$ cat src/rtl/branch_resolve_queue.sv
// Branch resolve queue: holds predicted branches from fetch and drives predictor updates and
// mispredict redirects as execute resolves them in order. Optional counters: BRQ_STATS_EN.
module branch_resolve_queue #(
   parameter int unsigned K     = 4,
   parameter int unsigned DEPTH = 4,
   parameter int unsigned PC_W  = 16
) (
   input  logic                     clk_i,
   input  logic                     reset_ni,
   input  logic                     alloc_valid_i,
   input  logic [K-1:0]             alloc_index_i,
   input  logic                     alloc_pred_i,
   input  logic [PC_W-1:0]          alloc_fall_pc_i,
   input  logic [PC_W-1:0]          alloc_targ_pc_i,
   output logic                     alloc_ready_o,
   input  logic                     resolve_valid_i,
   input  logic                     resolve_taken_i,
   output logic                     update_o,
   output logic [K-1:0]             up_index_o,
   output logic                     result_o,
   output logic                     mispredict_o,
   output logic [PC_W-1:0]          redirect_pc_o,
   output logic [$clog2(DEPTH):0]   count_o,
   output logic                     resolve_err_o,
   output logic [15:0]              stat_resolved_o,
   output logic [15:0]              stat_mispred_o
);

   localparam int unsigned PW = $clog2(DEPTH);
   localparam int unsigned CW = PW + 1;

   logic [K-1:0]    idx_q  [DEPTH];
   logic            pred_q [DEPTH];
   logic [PC_W-1:0] fall_q [DEPTH];
   logic [PC_W-1:0] targ_q [DEPTH];

   logic [PW-1:0]   head_q, head_d, tail_q, tail_d;
   logic [CW-1:0]   count_q, count_d;
   logic            update_q, mispredict_q, result_q, err_q;
   logic [K-1:0]    up_index_q;
   logic [PC_W-1:0] redirect_q;

   logic alloc_fire, res_fire, mis;

   assign alloc_ready_o = (count_q != CW'(DEPTH));
   assign alloc_fire    = alloc_valid_i && alloc_ready_o;
   assign res_fire      = resolve_valid_i && (count_q != '0);
   assign mis           = resolve_taken_i != pred_q[head_q];

   // Entry storage needs no reset: occupancy alone decides which slots are live.
   always_ff @(posedge clk_i) begin
      if (alloc_fire) begin
         idx_q[tail_q]  <= alloc_index_i;
         pred_q[tail_q] <= alloc_pred_i;
         fall_q[tail_q] <= alloc_fall_pc_i;
         targ_q[tail_q] <= alloc_targ_pc_i;
      end
   end

   always_comb begin
      head_d  = head_q;
      tail_d  = tail_q;
      count_d = count_q;
      if (res_fire && mis) begin
         // Everything behind a mispredicted head is wrong-path, including a same-cycle alloc.
         head_d  = '0;
         tail_d  = '0;
         count_d = '0;
      end else begin
         if (alloc_fire) tail_d = tail_q + PW'(1);
         if (res_fire)   head_d = head_q + PW'(1);
         count_d = count_q + CW'(alloc_fire) - CW'(res_fire);
      end
   end

   always_ff @(posedge clk_i or negedge reset_ni) begin
      if (!reset_ni) begin
         head_q       <= '0;
         tail_q       <= '0;
         count_q      <= '0;
         update_q     <= 1'b0;
         mispredict_q <= 1'b0;
         result_q     <= 1'b0;
         up_index_q   <= '0;
         redirect_q   <= '0;
         err_q        <= 1'b0;
      end else begin
         head_q       <= head_d;
         tail_q       <= tail_d;
         count_q      <= count_d;
         update_q     <= res_fire;
         mispredict_q <= res_fire && mis;
         if (res_fire) begin
            up_index_q <= idx_q[head_q];
            result_q   <= resolve_taken_i;
            redirect_q <= resolve_taken_i ? targ_q[head_q] : fall_q[head_q];
         end
         if (resolve_valid_i && (count_q == '0)) err_q <= 1'b1;
      end
   end

`ifdef BRQ_STATS_EN
   logic [15:0] stat_res_q, stat_mis_q;

   always_ff @(posedge clk_i or negedge reset_ni) begin
      if (!reset_ni) begin
         stat_res_q <= '0;
         stat_mis_q <= '0;
      end else if (res_fire) begin
         if (stat_res_q != 16'hFFFF) stat_res_q <= stat_res_q + 16'd1;
         if (mis && (stat_mis_q != 16'hFFFF)) stat_mis_q <= stat_mis_q + 16'd1;
      end
   end

   assign stat_resolved_o = stat_res_q;
   assign stat_mispred_o  = stat_mis_q;
`else
   assign stat_resolved_o = '0;
   assign stat_mispred_o  = '0;
`endif

   assign update_o      = update_q;
   assign up_index_o    = up_index_q;
   assign result_o      = result_q;
   assign mispredict_o  = mispredict_q;
   assign redirect_pc_o = redirect_q;
   assign count_o       = count_q;
   assign resolve_err_o = err_q;

endmodule

$ cat config.mk
export PLATFORM = sky130hd
export DESIGN_NAME = branch_resolve_queue
export DESIGN_NICKNAME = d
export VERILOG_FILES = /design/src/rtl/branch_resolve_queue.sv
export SDC_FILE = /design/constraint.sdc
export NUM_CORES = 1
export LEC_CHECK = 0
export CAP_MARGIN = 25
export CORE_UTILIZATION = 40
export CTS_BUF_LIST = sky130_fd_sc_hd__clkbuf_4 sky130_fd_sc_hd__clkbuf_8
export CTS_CLUSTER_SIZE = 40
export DETAILED_ROUTE_END_ITERATION = 6
export GPL_TIMING_DRIVEN = 0
export REMOVE_ABC_BUFFERS = 1
export SYNTH_ARGS = -nofsm -noshare
export SYNTH_HDL_FRONTEND = slang
export SYNTH_SLANG_ARGS = --single-unit
$ cat constraint.sdc
create_clock -name clk_i -period 4.31 [get_ports clk_i]
set_input_delay 0.862 -clock clk_i [delete_from_list [all_inputs] [get_ports clk_i]]
set_output_delay 0.862 -clock clk_i [all_outputs]
set_load 0.02 [all_outputs]
==> flow_results.xml <==
<?xml version="1.0" encoding="UTF-8"?>
<metrics>
  <group name="timing">
    <metric name="fin_crit" unit="ns">3.23</metric>
    <metric name="slew_viol_final" unit="">0</metric>
    <metric name="fin_crit_sh" unit="">0.749</metric>
    <metric name="fmax" unit="MHz">310</metric>
    <metric name="max_slew_margin" unit="">0.395</metric>
    <metric name="hold_viol_final" unit="">0</metric>
    <metric name="hold_ws" unit="ns">0.467</metric>
    <metric name="tightestPinTransition" unit="ns">0.907</metric>
    <metric name="final_sum_of_negative_setup_slack" unit="ns">0</metric>
    <metric name="grt_setup_unrepaired" unit="">false</metric>
    <metric name="setup-violations-final" unit="">0</metric>
    <metric name="fin_worst_skew" unit="ns">0.0132</metric>
  </group>
  <group name="clock_tree">
    <metric name="cts_root_buffer" unit="">clkbuf_8</metric>
    <metric name="max-clock-path-buffers" unit="">2</metric>
    <metric name="clock_insertion_delay_worst_skew" unit="ns">0.46</metric>
    <metric name="cts_made_buffers" unit="">17</metric>
    <metric name="cts_hold_buffers" unit="">0</metric>
    <metric name="clock_tree_from_tritoncts" unit="">yes</metric>
    <metric name="cts.sink_count" unit="">179</metric>
    <metric name="clkSlewWorstSetupHoldPaths" unit="ns">0.08</metric>
    <metric name="h-tree-depth" unit="">4</metric>
    <metric name="post_cts.repair.setup_buffers" unit="">0</metric>
    <metric name="post_cts.resized_instances" unit="">0</metric>
  </group>
  <group name="floorplanning">
    <metric name="die_area" unit="µm²">18600</metric>
    <metric name="rows" unit="">48</metric>
    <metric name="die_w" unit="µm">136</metric>
    <metric name="top_level_ports" unit="">102</metric>
    <metric name="core_region_area" unit="µm²">17500</metric>
    <metric name="initial_utilization" unit="">0.413</metric>
    <metric name="chipHeight" unit="µm">136</metric>
  </group>
  <group name="place">
    <metric name="detailedPlacementHpwl" unit="µm">7830</metric>
    <metric name="io_buffer_count" unit="">69</metric>
    <metric name="globalplace.congestion" unit="">0.711</metric>
  </group>
  <group name="min_path">
    <metric name="holdCritPathClass" unit="">reg2reg</metric>
  </group>
  <group name="yosys">
    <metric name="yosys_warnings" unit="">0</metric>
    <metric name="synth_largest_type_area_fraction" unit="">0.616</metric>
    <metric name="share_of_synthesized_area_occupied_by_flip_flops_and_latches" unit="">0.723</metric>
    <metric name="post_synth_inst_count" unit="">422</metric>
    <metric name="synth_area" unit="µm²">7220</metric>
    <metric name="area_leader_netlist" unit="">edfxtp_1</metric>
    <metric name="synth-seq-cells" unit="">179</metric>
    <metric name="synthDistinctLibCells" unit="">37</metric>
    <metric name="post_synth_main_area_contributors" unit="">edfxtp_1 (62%), dfrtp_1 (11%), mux2_2 (5.1%)</metric>
    <metric name="synth_area_per_cell" unit="µm²">17.1</metric>
  </group>
  <group name="critical_path">
    <metric name="end_of_the_worst_register_to_register_path" unit="">count_o[2]$_DFF_PN0_</metric>
    <metric name="data_arrival_time_of_the_critical_path" unit="ns">3.56</metric>
    <metric name="capturing_instance_or_port_of_the_critical_path" unit="">count_o[2]$_DFF_PN0_</metric>
    <metric name="crit_path_max_incr_delay" unit="ns">0.65</metric>
    <metric name="worstSetupPathType" unit="">in2reg</metric>
    <metric name="crit_fanout" unit="">37</metric>
    <metric name="worstRegToRegCells" unit="">11</metric>
    <metric name="timing.critical_path.required" unit="ns">4.64</metric>
    <metric name="timing.reg2reg.setup_slack" unit="ns">1.11</metric>
    <metric name="worstPathCellList" unit="">clkdlybuf4s50_1, nand2b_2, inv_2, ha_1, inv_1, ha_1, inv_1, fa_1, xor2_1, xnor2_1, nor2_1</metric>
    <metric name="startpoint_type" unit="">primary input</metric>
    <metric name="critPathCaptureType" unit="">flop</metric>
    <metric name="start_point_of_the_critical_path" unit="">resolve_valid_i</metric>
    <metric name="crit-reg2reg-launch" unit="">count_o[1]$_DFF_PN0_</metric>
    <metric name="crit_path_top_delay_cell" unit="">nand2b_2</metric>
  </group>
  <group name="grt">
    <metric name="grt_max_degree" unit="">38</metric>
    <metric name="initial_antenna_violation_count" unit="">0</metric>
    <metric name="grt_usage" unit="">0.153</metric>
    <metric name="grt_overflow_total" unit="">0</metric>
    <metric name="grt_pass1_vias" unit="">3680</metric>
    <metric name="grt_first_pass_wirelength" unit="µm">20200</metric>
  </group>
  <group name="status">
    <metric name="outcome" unit="">complete, no violations</metric>
  </group>
  <group name="layout">
    <metric name="final_layout_size_suffix_gt1_frac" unit="">0.171</metric>
    <metric name="area_delta_synth_final" unit="%">16.6</metric>
    <metric name="sequential_cell_area" unit="µm²">5220</metric>
    <metric name="multi_input_comb_area" unit="µm²">1700</metric>
    <metric name="final_common_cell" unit="">edfxtp_1</metric>
    <metric name="num-fill-cells" unit="">1491</metric>
    <metric name="final_core_utilization" unit="">0.481</metric>
    <metric name="diodes" unit="">0</metric>
    <metric name="final_cell_mix" unit="">edfxtp_1 (148), clkdlybuf4s50_1 (68), mux2i_1 (37)</metric>
    <metric name="nets" unit="">545</metric>
  </group>
  <group name="detailed_routing">
    <metric name="via_density_per_instance" unit="">4.97</metric>
    <metric name="via_count" unit="">3651</metric>
    <metric name="first_pass_iters" unit="">4</metric>
    <metric name="wire_per_inst" unit="µm">18.0</metric>
    <metric name="dr.first_iter.drc_count" unit="">195</metric>
    <metric name="antenna_violating_nets_post_route" unit="">0</metric>
    <metric name="wl" unit="µm">13200</metric>
    <metric name="remaining_drc_errors" unit="">0</metric>
  </group>
  <group name="pwr">
    <metric name="leak" unit="nW">2.92</metric>
    <metric name="peakVddDrop" unit="mV">0.487</metric>
    <metric name="power.density" unit="nW/µm²">621</metric>
  </group>
  <group name="flow_run">
    <metric name="cap_viol_max_count" unit="">0</metric>
  </group>
</metrics>
-- critical path: cells and delay by family --
family	cells	cell delay (ns)
AND/OR/NAND/NOR	2	0.71
XOR/XNOR	2	0.32
adder cells (fa/ha/maj)	3	0.86
buffers and inverters	4	0.80
-- cell families after synthesis --
logic type | Yosys count | share of synthesized area
mux | 75 | 0.117
buf+inv | 57 | 0.0584
simple gates | 45 | 0.0289
compound gates | 53 | 0.0525
xor+xnor | 5 | 0.00607
flops | 179 | 0.723
fa+ha+maj | 7 | 0.0132
other cells | 1 | 0.000519
-- power by group --
part / internal (mW) / switching [mW]
Clock: 0.504 / 0.581
Combinational: 0.784 / 0.859
Sequential: 2.28 / 0.219
Total: 3.57 / 1.66
-- flip-flops by register name, summed over array words and instances, names as in the netlist, 2 cells and up --
signal         cells
fall_q            64
targ_q            64
idx_q             16
redirect_pc_o     16
pred_q             4
up_index_o         4
count_o            3
head_q             2
tail_q             2
-- metal layers --
layer / up-vias / GRT usage / part of all wire
met1: 1818 / 0.192 / 0.45
li1: 1689 / - / -
met2: 120 / 0.248 / 0.48
met5: - / 0 / 0
met4: 0 / 0.0593 / 0.018
met3: 24 / 0.0447 / 0.053
-- per-stage QoR --
step / power [mW] / cell area [µm²] / setup WS [ns] / std cells
after floorplan: 3.56 / 6940 / 1.08 / 402
after global placement: 4.18 / 7910 / -0.0345 / 696
after detailed placement: 4.22 / 8030 / 0.561 / 702
after CTS: 5.30 / 8410 / 1.05 / 734
after global routing: 5.51 / 8410 / 0.792 / 734
final: 5.23 / 8410 / 1.08 / 734
-- synthesized netlist by cell type --
master,n
nand3_1,1
a211oi_4,1
xnor2_1,3
nor2_1,4
o21ai_1,13
conb_1,1
mux2i_1,37
a21o_1,1
o22ai_1,13
nand2_1,28
mux2_4,1
dfrtp_1,31
nor2b_1,2
a221o_1,13
nand2b_1,2
o21ai_0,5
a22oi_1,3
mux4_2,4
nor3_1,1
ha_1,6
a21oi_1,1
buf_8,2
buf_2,4
edfxtp_1,148
inv_2,1
o211ai_1,3
mux2_2,33
and3_1,4
and2_1,1
nor2b_4,1
xor2_1,2
inv_1,5
or3b_1,1
buf_4,36
clkbuf_1,3
buf_6,6
fa_1,1
-- how the worst min path moves through the flow --
stage | startpoint | slack [ns] | cells past startpoint | to
floorplan | tail_q[1]$_DFFE_PN0P_ | 0.54 | 2 | tail_q[1]$_DFFE_PN0P_
global placement | resolve_err_o$_DFFE_PN0P_ | 0.44 | 1 | resolve_err_o$_DFFE_PN0P_
detailed placement | resolve_err_o$_DFFE_PN0P_ | 0.45 | 1 | resolve_err_o$_DFFE_PN0P_
CTS | resolve_err_o$_DFFE_PN0P_ | 0.47 | 1 | resolve_err_o$_DFFE_PN0P_
global route | resolve_err_o$_DFFE_PN0P_ | 0.50 | 1 | resolve_err_o$_DFFE_PN0P_
finish | resolve_err_o$_DFFE_PN0P_ | 0.47 | 1 | resolve_err_o$_DFFE_PN0P_
-- cell type report --
class / count / area share
timing repair buffer: 75 / 0.0952
inverter: 6 / 0.00268
sequential: 179 / 0.621
multi-input combinational: 217 / 0.203
clock buffer: 21 / 0.0329
clock inverter: 11 / 0.0125
tap: 225 / 0.0335
No activity file was read; power rests on OpenSTA's default activity.
